==> src/rtl/ray_dispatch_ctrl_if.sv <==
// Host/lane-facing signal bundle of the ray dispatcher.
// The dispatcher uses the slave modport; the host and lanes drive through master.
interface ray_dispatch_ctrl_if #(
    parameter int LANES = 2,
    parameter int ID_W  = 32
);
    logic                  io_start;
    logic [ID_W-1:0]       io_num_rays;
    logic [LANES-1:0]      io_issue_valid;
    logic [LANES-1:0]      io_issue_ready;
    logic [ID_W-1:0]       io_issue_ray_id;
    logic [LANES-1:0]      io_done_valid;
    logic                  io_busy;
    logic                  io_rtp_finish;
    logic                  io_err;
    logic [63:0]           io_cycle_count;
    logic [ID_W-1:0]       io_rays_issued;
    logic [ID_W-1:0]       io_rays_retired;

    modport slave (
        input  io_start, io_num_rays, io_issue_ready, io_done_valid,
        output io_issue_valid, io_issue_ray_id, io_busy, io_rtp_finish, io_err,
               io_cycle_count, io_rays_issued, io_rays_retired
    );

    modport master (
        output io_start, io_num_rays, io_issue_ready, io_done_valid,
        input  io_issue_valid, io_issue_ray_id, io_busy, io_rtp_finish, io_err,
               io_cycle_count, io_rays_issued, io_rays_retired
    );
endinterface

==> src/rtl/ray_dispatch_ctrl.sv <==
// Round-robin, credit-limited dispatch of ray IDs onto traversal lanes,
// with frame-completion detection and performance counters.
module ray_dispatch_ctrl #(
    parameter int LANES   = 2,
    parameter int CREDITS = 4,
    parameter int ID_W    = 32
) (
    input  logic               clock,
    input  logic               reset,
    ray_dispatch_ctrl_if.slave io
);
    localparam int OW = $clog2(CREDITS + 1);
    localparam int PW = (LANES > 1) ? $clog2(LANES) : 1;

    typedef enum logic [1:0] {S_IDLE, S_RUN, S_DRAIN, S_DONE} state_t;

    state_t                   r_state, w_state_nxt;
    logic [ID_W-1:0]          r_num, r_issued, r_retired, r_id;
    logic [63:0]              r_cyc;
    logic [PW-1:0]            r_ptr;
    logic [LANES-1:0][OW-1:0] r_out;
    logic [LANES-1:0]         r_vld;
    logic                     r_busy, r_finish, r_err;

    logic                     w_active, w_start_ok, w_fire_any, w_all_zero;
    logic [LANES-1:0]         w_fire, w_done_ok, w_done_bad, w_elig, w_vld_nxt;
    logic [LANES-1:0][OW-1:0] w_out_nxt;
    logic [ID_W-1:0]          w_iss_nxt, w_ret_inc, w_id_nxt;
    logic [PW-1:0]            w_ptr_nxt;
    logic                     w_busy_nxt, w_finish_nxt;

    assign w_active   = (r_state == S_RUN) || (r_state == S_DRAIN);
    assign w_start_ok = io.io_start && ((r_state == S_IDLE) || (r_state == S_DONE));

    // A done on a lane with nothing outstanding is still legal if that lane fires in the same cycle.
    for (genvar g = 0; g < LANES; g++) begin : g_lane
        assign w_fire[g]     = r_vld[g] & io.io_issue_ready[g];
        assign w_done_ok[g]  = w_active & io.io_done_valid[g] & ((r_out[g] != '0) | w_fire[g]);
        assign w_done_bad[g] = io.io_done_valid[g] & ~w_done_ok[g];
        // Retires free a credit only from the following cycle on.
        assign w_elig[g]     = (int'(r_out[g]) + int'(w_fire[g])) < CREDITS;
        assign w_out_nxt[g]  = (w_fire[g] & ~w_done_ok[g]) ? r_out[g] + OW'(1) :
                               (~w_fire[g] & w_done_ok[g]) ? r_out[g] - OW'(1) : r_out[g];
    end

    always_comb begin
        w_fire_any = |w_fire;
        w_all_zero = 1'b1;
        w_ret_inc  = '0;
        w_ptr_nxt  = r_ptr;
        for (int i = 0; i < LANES; i++) begin
            if (w_out_nxt[i] != '0) w_all_zero = 1'b0;
            if (w_done_ok[i]) w_ret_inc = w_ret_inc + ID_W'(1);
            if (w_fire[i]) w_ptr_nxt = PW'((i + 1) % LANES);
        end
        w_iss_nxt = r_issued + ID_W'(w_fire_any);
    end

    // Offer selection: held until it fires, then re-chosen from the advanced pointer.
    always_comb begin
        int j;
        j         = 0;
        w_vld_nxt = r_vld;
        w_id_nxt  = r_id;
        if (w_start_ok) begin
            w_vld_nxt = '0;
            w_id_nxt  = '0;
        end else if ((r_state != S_RUN) || (w_state_nxt != S_RUN)) begin
            w_vld_nxt = '0;
        end else if ((r_vld == '0) || w_fire_any) begin
            w_vld_nxt = '0;
            w_id_nxt  = w_iss_nxt;
            for (int i = 0; i < LANES; i++) begin
                j = (int'(w_ptr_nxt) + i) % LANES;
                if ((w_vld_nxt == '0) && w_elig[j]) w_vld_nxt[j] = 1'b1;
            end
        end
    end

    always_ff @(posedge clock or posedge reset) begin
        if (reset) r_state <= S_IDLE;
        else       r_state <= w_state_nxt;
    end

    always_comb begin
        w_state_nxt = r_state;
        case (r_state)
            S_IDLE, S_DONE: if (io.io_start) w_state_nxt = (io.io_num_rays == '0) ? S_DONE : S_RUN;
            S_RUN:          if (w_iss_nxt == r_num) w_state_nxt = S_DRAIN;
            S_DRAIN:        if (w_all_zero) w_state_nxt = S_DONE;
            default:        w_state_nxt = S_IDLE;
        endcase
    end

    always_comb begin
        w_busy_nxt   = (w_state_nxt == S_RUN) || (w_state_nxt == S_DRAIN);
        w_finish_nxt = (w_state_nxt == S_DONE);
    end

    always_ff @(posedge clock or posedge reset) begin
        if (reset) begin
            r_num     <= '0;
            r_issued  <= '0;
            r_retired <= '0;
            r_id      <= '0;
            r_cyc     <= '0;
            r_ptr     <= '0;
            r_out     <= '0;
            r_vld     <= '0;
            r_busy    <= 1'b0;
            r_finish  <= 1'b0;
            r_err     <= 1'b0;
        end else begin
            r_vld    <= w_vld_nxt;
            r_id     <= w_id_nxt;
            r_busy   <= w_busy_nxt;
            r_finish <= w_finish_nxt;
            if (w_done_bad != '0) r_err <= 1'b1;
            if (w_start_ok) begin
                r_num     <= io.io_num_rays;
                r_issued  <= '0;
                r_retired <= '0;
                r_cyc     <= '0;
                r_ptr     <= '0;
            end else if (w_active) begin
                r_issued  <= w_iss_nxt;
                r_retired <= r_retired + w_ret_inc;
                r_cyc     <= r_cyc + 64'd1;
                r_ptr     <= w_ptr_nxt;
                r_out     <= w_out_nxt;
            end
        end
    end

    assign io.io_issue_valid  = r_vld;
    assign io.io_issue_ray_id = r_id;
    assign io.io_busy         = r_busy;
    assign io.io_rtp_finish   = r_finish;
    assign io.io_err          = r_err;
    assign io.io_cycle_count  = r_cyc;
    assign io.io_rays_issued  = r_issued;
    assign io.io_rays_retired = r_retired;
endmodule

==> src/flat_wrapper.sv <==
// flat-port wrapper written by rule: the top's interface ports become plain ports
module ray_dispatch_ctrl_flat 
#(
    parameter int LANES   = 2,
    parameter int CREDITS = 4,
    parameter int ID_W    = 32
)
  (clock, reset, io_io_start, io_io_num_rays, io_io_issue_ready, io_io_done_valid, io_io_issue_valid, io_io_issue_ray_id, io_io_busy, io_io_rtp_finish, io_io_err, io_io_cycle_count, io_io_rays_issued, io_io_rays_retired);
  ray_dispatch_ctrl_if #(.LANES(LANES), .ID_W(ID_W)) io_i ();
  input  logic clock;
  input  logic reset;
  input wire logic [$bits(io_i.io_start)-1:0] io_io_start;
  input wire logic [$bits(io_i.io_num_rays)-1:0] io_io_num_rays;
  input wire logic [$bits(io_i.io_issue_ready)-1:0] io_io_issue_ready;
  input wire logic [$bits(io_i.io_done_valid)-1:0] io_io_done_valid;
  output wire logic [$bits(io_i.io_issue_valid)-1:0] io_io_issue_valid;
  output wire logic [$bits(io_i.io_issue_ray_id)-1:0] io_io_issue_ray_id;
  output wire logic [$bits(io_i.io_busy)-1:0] io_io_busy;
  output wire logic [$bits(io_i.io_rtp_finish)-1:0] io_io_rtp_finish;
  output wire logic [$bits(io_i.io_err)-1:0] io_io_err;
  output wire logic [$bits(io_i.io_cycle_count)-1:0] io_io_cycle_count;
  output wire logic [$bits(io_i.io_rays_issued)-1:0] io_io_rays_issued;
  output wire logic [$bits(io_i.io_rays_retired)-1:0] io_io_rays_retired;
  assign io_i.io_start = io_io_start;
  assign io_i.io_num_rays = io_io_num_rays;
  assign io_i.io_issue_ready = io_io_issue_ready;
  assign io_i.io_done_valid = io_io_done_valid;
  assign io_io_issue_valid = io_i.io_issue_valid;
  assign io_io_issue_ray_id = io_i.io_issue_ray_id;
  assign io_io_busy = io_i.io_busy;
  assign io_io_rtp_finish = io_i.io_rtp_finish;
  assign io_io_err = io_i.io_err;
  assign io_io_cycle_count = io_i.io_cycle_count;
  assign io_io_rays_issued = io_i.io_rays_issued;
  assign io_io_rays_retired = io_i.io_rays_retired;
  ray_dispatch_ctrl #(.LANES(LANES), .CREDITS(CREDITS), .ID_W(ID_W)) u_core (.clock(clock), .reset(reset), .io(io_i));
endmodule
==> config.mk <==
export PLATFORM = sky130hd
export DESIGN_NAME = ray_dispatch_ctrl_flat
export DESIGN_NICKNAME = d
export VERILOG_FILES = /design/src/rtl/ray_dispatch_ctrl_if.sv /design/src/rtl/ray_dispatch_ctrl.sv /design/src/flat_wrapper.sv
export SDC_FILE = /design/constraint.sdc
export NUM_CORES = 1
export LEC_CHECK = 0
export ABC_AREA = 0
export BUFFER_PORTS_ARGS = -buffer_cell sky130_fd_sc_hd__buf_2
export CORE_ASPECT_RATIO = 0.5
export CORE_MARGIN = 2
export CORE_UTILIZATION = 50
export DETAILED_ROUTE_END_ITERATION = 10
export PLACE_DENSITY = 0.83
export SLEW_MARGIN = 25
export SYNTH_ARGS = -nofsm -noshare
export SYNTH_HDL_FRONTEND = slang
export SYNTH_SLANG_ARGS = --single-unit
==> constraint.sdc <==
create_clock -name clock -period 14.48 [get_ports clock]
set_input_delay 2.896 -clock clock [delete_from_list [all_inputs] [get_ports clock]]
set_output_delay 2.896 -clock clock [all_outputs]
set_load 0.03 [all_outputs]
After elaboration in Yosys (flattened, before gate mapping):

Index checks and enable logic that the tools add are counted.

* $add $sub $neg: 11
* magnitude comparators: 6
* equal/unequal tests: 10
* mux-type cells: 43
* bitwise gates (word level): 21
* reductions and logical operators: 25

Operator list (number)
* 32-bit 2-to-1 mux: 8
* 64-bit 2-to-1 mux: 2
* 64-bit by 1-bit adder with 64-bit output (second input constant): 1
* 32-bit by 4-bit less-than comparator with 1-bit output (second input constant): 2
* 32-bit by 1-bit adder with 32-bit output: 1
* 32-bit adder: 1
* 32-bit == test: 1
* 32-bit logical NOT: 1
* 2-bit 2-to-1 mux: 12
* 3-bit nonzero test: 5
* 1-bit 2-to-1 mux: 14
* 1-bit bitwise AND: 12
* 3-bit 2-to-1 mux: 4
* 3-bit by 1-bit adder with 4-bit output: 2
* 2-bit == test (second input constant): 4
* 3-bit by 1-bit adder with 3-bit output (second input constant): 2
* 2-bit logical NOT: 3
* 2-bit by 1-bit inequality test with 1-bit output (second input constant): 3
* 2-bit one-hot mux with 3 select lines: 1
* 2-bit nonzero test: 3
* 3-bit by 1-bit subtractor with 3-bit output (second input constant): 2
* 1-bit logical OR: 5
* 1-bit inverter: 5
* 2-bit by 1-bit == test with 1-bit output (second input constant): 2
* 13 further kinds: 20

* flip-flop bits (word level): 206
* input port bits: 39
* output and inout bits: 165
* word-level logic and storage cells: 129

Depth between registers and ports, before layout:

* word-level depth: 22
* gate-level depth with buffers: 19
* depth with buffers taken out: 16

Worst setup path after synthesis:

Ideal clock, no wire load.

* path kind: input to register
* from: input io_io_issue_ready[1]
* to: register u_core.r_id[11] (netlist: u_core.io.io_issue_ray_id[11])
* setup time: 83 ps
* data arrival time: 6466 ps
* data required time: 14397 ps
* path slack: 7932 ps
* stages: 19
* buffers on the path: 3
* path through: nand2_1 > nand2_1 > ha_1 > ha_1 > clkbuf_2 > nand4_4 > or4_4 > buf_6 > nor3_1 > xnor3_4 > nand4_1 > nor4_1 > nand3_1 > a211o_1 > ha_1 > a31oi_1 > clkbuf_1 > nand2_1 > o21ai_0

* cells in the longest elaborated chain, start to end: 14
* elaborated cells between the ends (all ways): 26
* classes of those cells: add/sub: 1; eq/ne: 3; mux: 9; bitwise: 7; reduce/logical: 6

Ends and longest elaborated chain
* start: declaration: line flat_wrapper.sv:14 `input wire logic [$bits(io_i.io_issue_ready)-1:0] io_io_issue_ready;`
* 1-bit bitwise AND (*): line ray_dispatch_ctrl.sv:37 `assign w_fire[g] = r_vld[g] & io.io_issue_ready[g];`
* parallel branches: the longest is 13 deep, another holds 32-bit by 1-bit adder with 32-bit output
* end signal: assignment: line ray_dispatch_ctrl.sv:115 `r_id <= w_id_nxt;`
* end: declaration: line ray_dispatch_ctrl.sv:18 `logic [ID_W-1:0] r_num, r_issued, r_retired, r_id;`

Mark *: on every way between the ends. The select of a mux whose other input is x is not followed.
A chain may end at the register's enable or synchronous reset.

Worst setup path after layout:

* from: input io_io_issue_ready[0]
* to: register u_core.r_id[12] (netlist: u_core.io.io_issue_ray_id[12])

* cells in the longest elaborated chain, start to end: 15
* elaborated cells between the ends (all ways): 27
* classes of those cells: add/sub: 1; eq/ne: 3; mux: 10; bitwise: 7; reduce/logical: 6

Ends and longest elaborated chain (line)
* 1-bit bitwise AND (*): ray_dispatch_ctrl.sv:37
* parallel branches: the longest is 14 deep, another holds 32-bit by 1-bit adder with 32-bit output

Marks and branches as above.

==> results.toml <==
[die]
floorplan.initialDensity = 0.517
coreArea_sq_um = 20800
chipHeight_um = 108
floorplan.die.width_um = 212
num_io_pins = 204
core.rowCount = 37
design.die.area_sq_um = 22800

[routing]
detail_route.wl_per_cell_um = 18.6
postRouteWirelength_mm = 29.6
dr_wl_met2_mm = 14.4
routed-via-count = 9495
post_drt_via_cell_ratio = 5.98
drc = 0
drt_pass1_iterations = 5
drt_iter0_drc = 768
wl_on_met1_mm = 12.7
highest-signal-layer = "met4"
final_antenna_net_count = 0
route.met3.wl_mm = 1.73

[sta]
post-route-min-period_ns = 7.13
setup-tns-final_ns = 0
maxSlewHeadroom = 0.342
setup_viol_count_final = 0
drv_slew = 0
rsz_0062_raised_after_global_routing = "false"
timing.hold.ws_ns = 0.473
max_slew.worst_pin.slew_ns = 0.983
fmax_ghz = 0.140
final_hold_viol_count = 0
finalCritPeriodShare = 0.493
clock-skew-final_ns = 0.00826

[grt]
largest_net_degree_at_the_start_of_global_routing = 122
grt.overflow.total = 0
track_usage = 0.264
number_of_antenna_violations_at_the_first_check_in_global_routing = 0
first_global_vias = 9124
grt_first_pass_wirelength_mm = 48.0

[power_and_ir_drop]
share_seq_of_total_power = 0.383
static-leakage-power_nw = 5.95
comb_power_share = 0.319
pwr_density_cell_nw_per_um2 = 150
internal_power_mw = 1.21
total_switching_power_uw = 695
power.total_mw = 1.90
power_switching_share = 0.366
pwr-share-clk = 0.298
maximum_vdd_drop_uv = 95.3

[clock_tree]
cts.sinks = 206
cts-buffers-inserted = 20
ctsHtreeMaxLevel = 1
cts_hold_buf = 0
clock-root-buffer = "sky130_fd_sc_hd__clkbuf_16"
cts_tree = "done"
max-clock-path-buffers = 3
post-cts-setup-buffer-count = 0
worst_skew_pair.late_latency_ns = 0.51
clk_transition_reported_paths_ns = 0.07
cts_resized = 0

[placed_design]
dp_hpwl_mm = 21.2
port-buffer-count = 203
routabilityCongestion = 0.926

[finish]
postLayoutCoreUtil = 0.607
antennaDiodeCount = 0
area_delta_synth_final_pct = 17.5
final_net_count = 1362
layout-drive-gt1-share = 0.229

[yosys]
synth.mux.area_fraction = 0.0553
synth_edf_count = 0
synth_compound_gate_area_share = 0.129
synth_async_sr_flop_share = 1.00
post_synth_instance_area_sq_um = 10800
synth_top_family_by_area = "simple AND/OR/NAND/NOR gates"
area_fraction_of_the_dominant_cell_type_after_synthesis = 0.479
synthSimpleGateAreaFrac = 0.224
synth_largest_area_cell = "sky130_fd_sc_hd__dfrtp_1"
synth-seq-area-share = 0.479
synthAdderAreaFrac = 0.0216
avgSynthCellArea_sq_um = 9.54
synth_net_count = 1185
ys_seq_elements = 206
postSynthCellCount = 1128
post_synth_num_cell_types = 72
synth_xor_xnor_area_share = 0.0546
synth_ff_type = "sky130_fd_sc_hd__dfrtp_1"
synth_top_cells_by_area = "sky130_fd_sc_hd__dfrtp_1 (48%), sky130_fd_sc_hd__o21ai_0 (6.5%), sky130_fd_sc_hd__nand2_1 (5.7%), sky130_fd_sc_hd__nand3_1 (4.9%), sky130_fd_sc_hd__mux2_2 (2.9%)"
yosys_warnings = 0

[status]
outcome = "finished clean"

[setup_path]
cp_max_fo = 20
worst-endpoint-arrival_ns = 7.54
worstSetupStartpointType = "input port"
worst_setup_path_end_kind = "flop"
timing.critical_path.required_ns = 14.89
path_class = "in -> reg"

[min_path]
timing.hold.worst.class = "reg -> reg"

[job]
drv_cap = 0
## flip-flops by register name (all words and copies together), names as in the netlist
signal                     cells
u_core.io.io_issue_valid       2
u_core.io.io_rtp_finish        1
u_core.io.io_cycle_count      64
u_core.r_state                 2
u_core.r_out                   6
u_core.r_ptr                   1
u_core.io.io_err               1
u_core.r_num                  32
u_core.io.io_rays_retired     32
u_core.io.io_issue_ray_id     32
u_core.io.io_busy              1
u_core.io.io_rays_issued      32
## routing by layer
| metal | track usage | up-vias |
|---|---|---|
| met4 | 0.0734 | 0 |
| met3 | 0.0481 | 65 |
| met5 | 0 | - |
| met1 | 0.354 | 4712 |
| met2 | 0.441 | 295 |
| li1 | - | 4423 |
## through the flow
step	area, sq um	worst slack [ns]	std cells
2_1_floorplan	10800	5.96	1128
3_3_place_gp	11900	6.91	1555
3_5_place_dp	11900	6.89	1556
4_1_cts	12600	7.42	1589
5_1_grt	12600	7.00	1589
6_report	12600	7.35	1589
## Yosys cell counts, drive strengths merged (2+ instances only)
| master | instances |
|---|---|
| mux2 | 28 |
| and3 | 23 |
| nand4b | 2 |
| o21ai | 142 |
| nor2 | 43 |
| o22a | 2 |
| inv | 30 |
| nor3b | 2 |
| a21oi | 24 |
| clkbuf | 40 |
| o211ai | 18 |
| nor3 | 20 |
| buf | 15 |
| xor2 | 21 |
| xnor2 | 29 |
| nand3 | 109 |
| o2bb2ai | 2 |
| a31oi | 2 |
| a221oi | 2 |
| o31ai | 17 |
| nor4 | 22 |
| xnor3 | 6 |
| nand4 | 28 |
| o22ai | 2 |
| nor2b | 6 |
| and2 | 15 |
| or2 | 3 |
| or4 | 7 |
| mux2i | 28 |
| o211a | 2 |
| nand2 | 164 |
| a31o | 2 |
| dfrtp | 206 |
| or3 | 5 |
| and4 | 11 |
| a311oi | 2 |
| nand3b | 5 |
| nand2b | 6 |
| a211oi | 3 |
| a2111o | 2 |
| ha | 17 |
| a32oi | 5 |
## power groups by stage
stage	Sequential, mW	Combinational, mW	Clock (mW)
after floorplan	0.732	0.429	0
after global placement	0.730	0.578	0
after detailed placement	0.733	0.600	0
after CTS	0.723	0.606	0.575
after global routing	0.735	0.671	0.601
final	0.727	0.606	0.567
## cells by family (layout without fill, tap and decap cells)
family | after synthesis | after routing
AO/OA/AOI/OAI | 235 | 235
XOR/XNOR | 56 | 56
adder cells (fa/ha/maj) | 18 | 18
buffers and inverters | 85 | 273
flip-flops | 206 | 206
multiplexers | 56 | 56
AND/OR/NAND/NOR | 472 | 472
## critical path, cell delays in order
cell and delay [ns]:
sky130_fd_sc_hd__buf_2 0.08, sky130_fd_sc_hd__nand2_1 0.12, sky130_fd_sc_hd__nand2_1 0.15, sky130_fd_sc_hd__ha_1 0.19, sky130_fd_sc_hd__nand3_2 0.21, sky130_fd_sc_hd__or4_1 0.78
sky130_fd_sc_hd__nor4_1 0.56, sky130_fd_sc_hd__xnor3_1 0.22, sky130_fd_sc_hd__a21bo_2 0.22, sky130_fd_sc_hd__nor4_1 0.21, sky130_fd_sc_hd__nand3_1 0.21, sky130_fd_sc_hd__a211o_1 0.32
sky130_fd_sc_hd__ha_1 0.22, sky130_fd_sc_hd__a31oi_2 0.58, sky130_fd_sc_hd__buf_4 0.38, sky130_fd_sc_hd__nand2_1 0.07, sky130_fd_sc_hd__o21ai_0 0.09
## final timing paths
path / start / end / slack (ns) / cells past startpoint
worst max-delay path: io_io_issue_ready[0] / u_core.io.io_issue_ray_id[12]$_DFFE_PP0P_ / 7.35 / 17
worst max register to register: u_core.io.io_issue_valid[1]$_DFFE_PP0P_ / u_core.io.io_issue_ray_id[12]$_DFFE_PP0P_ / 9.34 / 16
worst min register to register: u_core.io.io_issue_ray_id[15]$_DFFE_PP0P_ / u_core.io.io_issue_ray_id[15]$_DFFE_PP0P_ / 0.47 / 2
worst min-delay path: u_core.io.io_issue_ray_id[15]$_DFFE_PP0P_ / u_core.io.io_issue_ray_id[15]$_DFFE_PP0P_ / 0.47 / 2
min in group asynchronous: reset / u_core.r_num[6]$_DFFE_PP0P_ / 2.56 / 2
max in group asynchronous: reset / u_core.io.io_rays_issued[25]$_DFFE_PP0P_ / 10.60 / 4
## cells in the final DEF (no fill, tap or decap), types with 5 or more instances in the layout
cell                        netlist  final
sky130_fd_sc_hd__xnor2_1         29     29
sky130_fd_sc_hd__nand2b_1         6      5
sky130_fd_sc_hd__o31ai_1         17     17
sky130_fd_sc_hd__nand3_1        105    105
sky130_fd_sc_hd__nor3_1          20     20
sky130_fd_sc_hd__dfrtp_1        206    206
sky130_fd_sc_hd__and2_1          14     14
sky130_fd_sc_hd__nand3b_1         5      5
sky130_fd_sc_hd__xor2_1          21     21
sky130_fd_sc_hd__clkbuf_16        0     20
sky130_fd_sc_hd__buf_4            5      6
sky130_fd_sc_hd__nand4_1         26     26
sky130_fd_sc_hd__buf_2            2    203
sky130_fd_sc_hd__mux2i_1         28     28
sky130_fd_sc_hd__and4_1          10     10
sky130_fd_sc_hd__inv_1           30     29
sky130_fd_sc_hd__a21oi_1         24     24
sky130_fd_sc_hd__nand2_1        164    163
sky130_fd_sc_hd__nor2b_1          6      5
sky130_fd_sc_hd__clkbuf_8         2      6
sky130_fd_sc_hd__and3_1          23     23
sky130_fd_sc_hd__o211ai_1        18     18
sky130_fd_sc_hd__o21ai_0        140    140
sky130_fd_sc_hd__mux2_2          28     28
sky130_fd_sc_hd__nor4_1          19     19
sky130_fd_sc_hd__ha_1            17     16
sky130_fd_sc_hd__nor2_1          43     43
sky130_fd_sc_hd__a32oi_1          5      5
## layout make-up
| class | instances | area (sq um) |
|---|---|---|
| fill | 1788 | 8190 |
| inverter | 30 | 120 |
| clock inverter | 7 | 125 |
| sequential | 206 | 5150 |
| timing repair buffer | 210 | 1090 |
| multi-input combinational | 837 | 5230 |
| tap | 273 | 342 |
| clock buffer | 26 | 583 |
(Power assumes the default switching activity.)
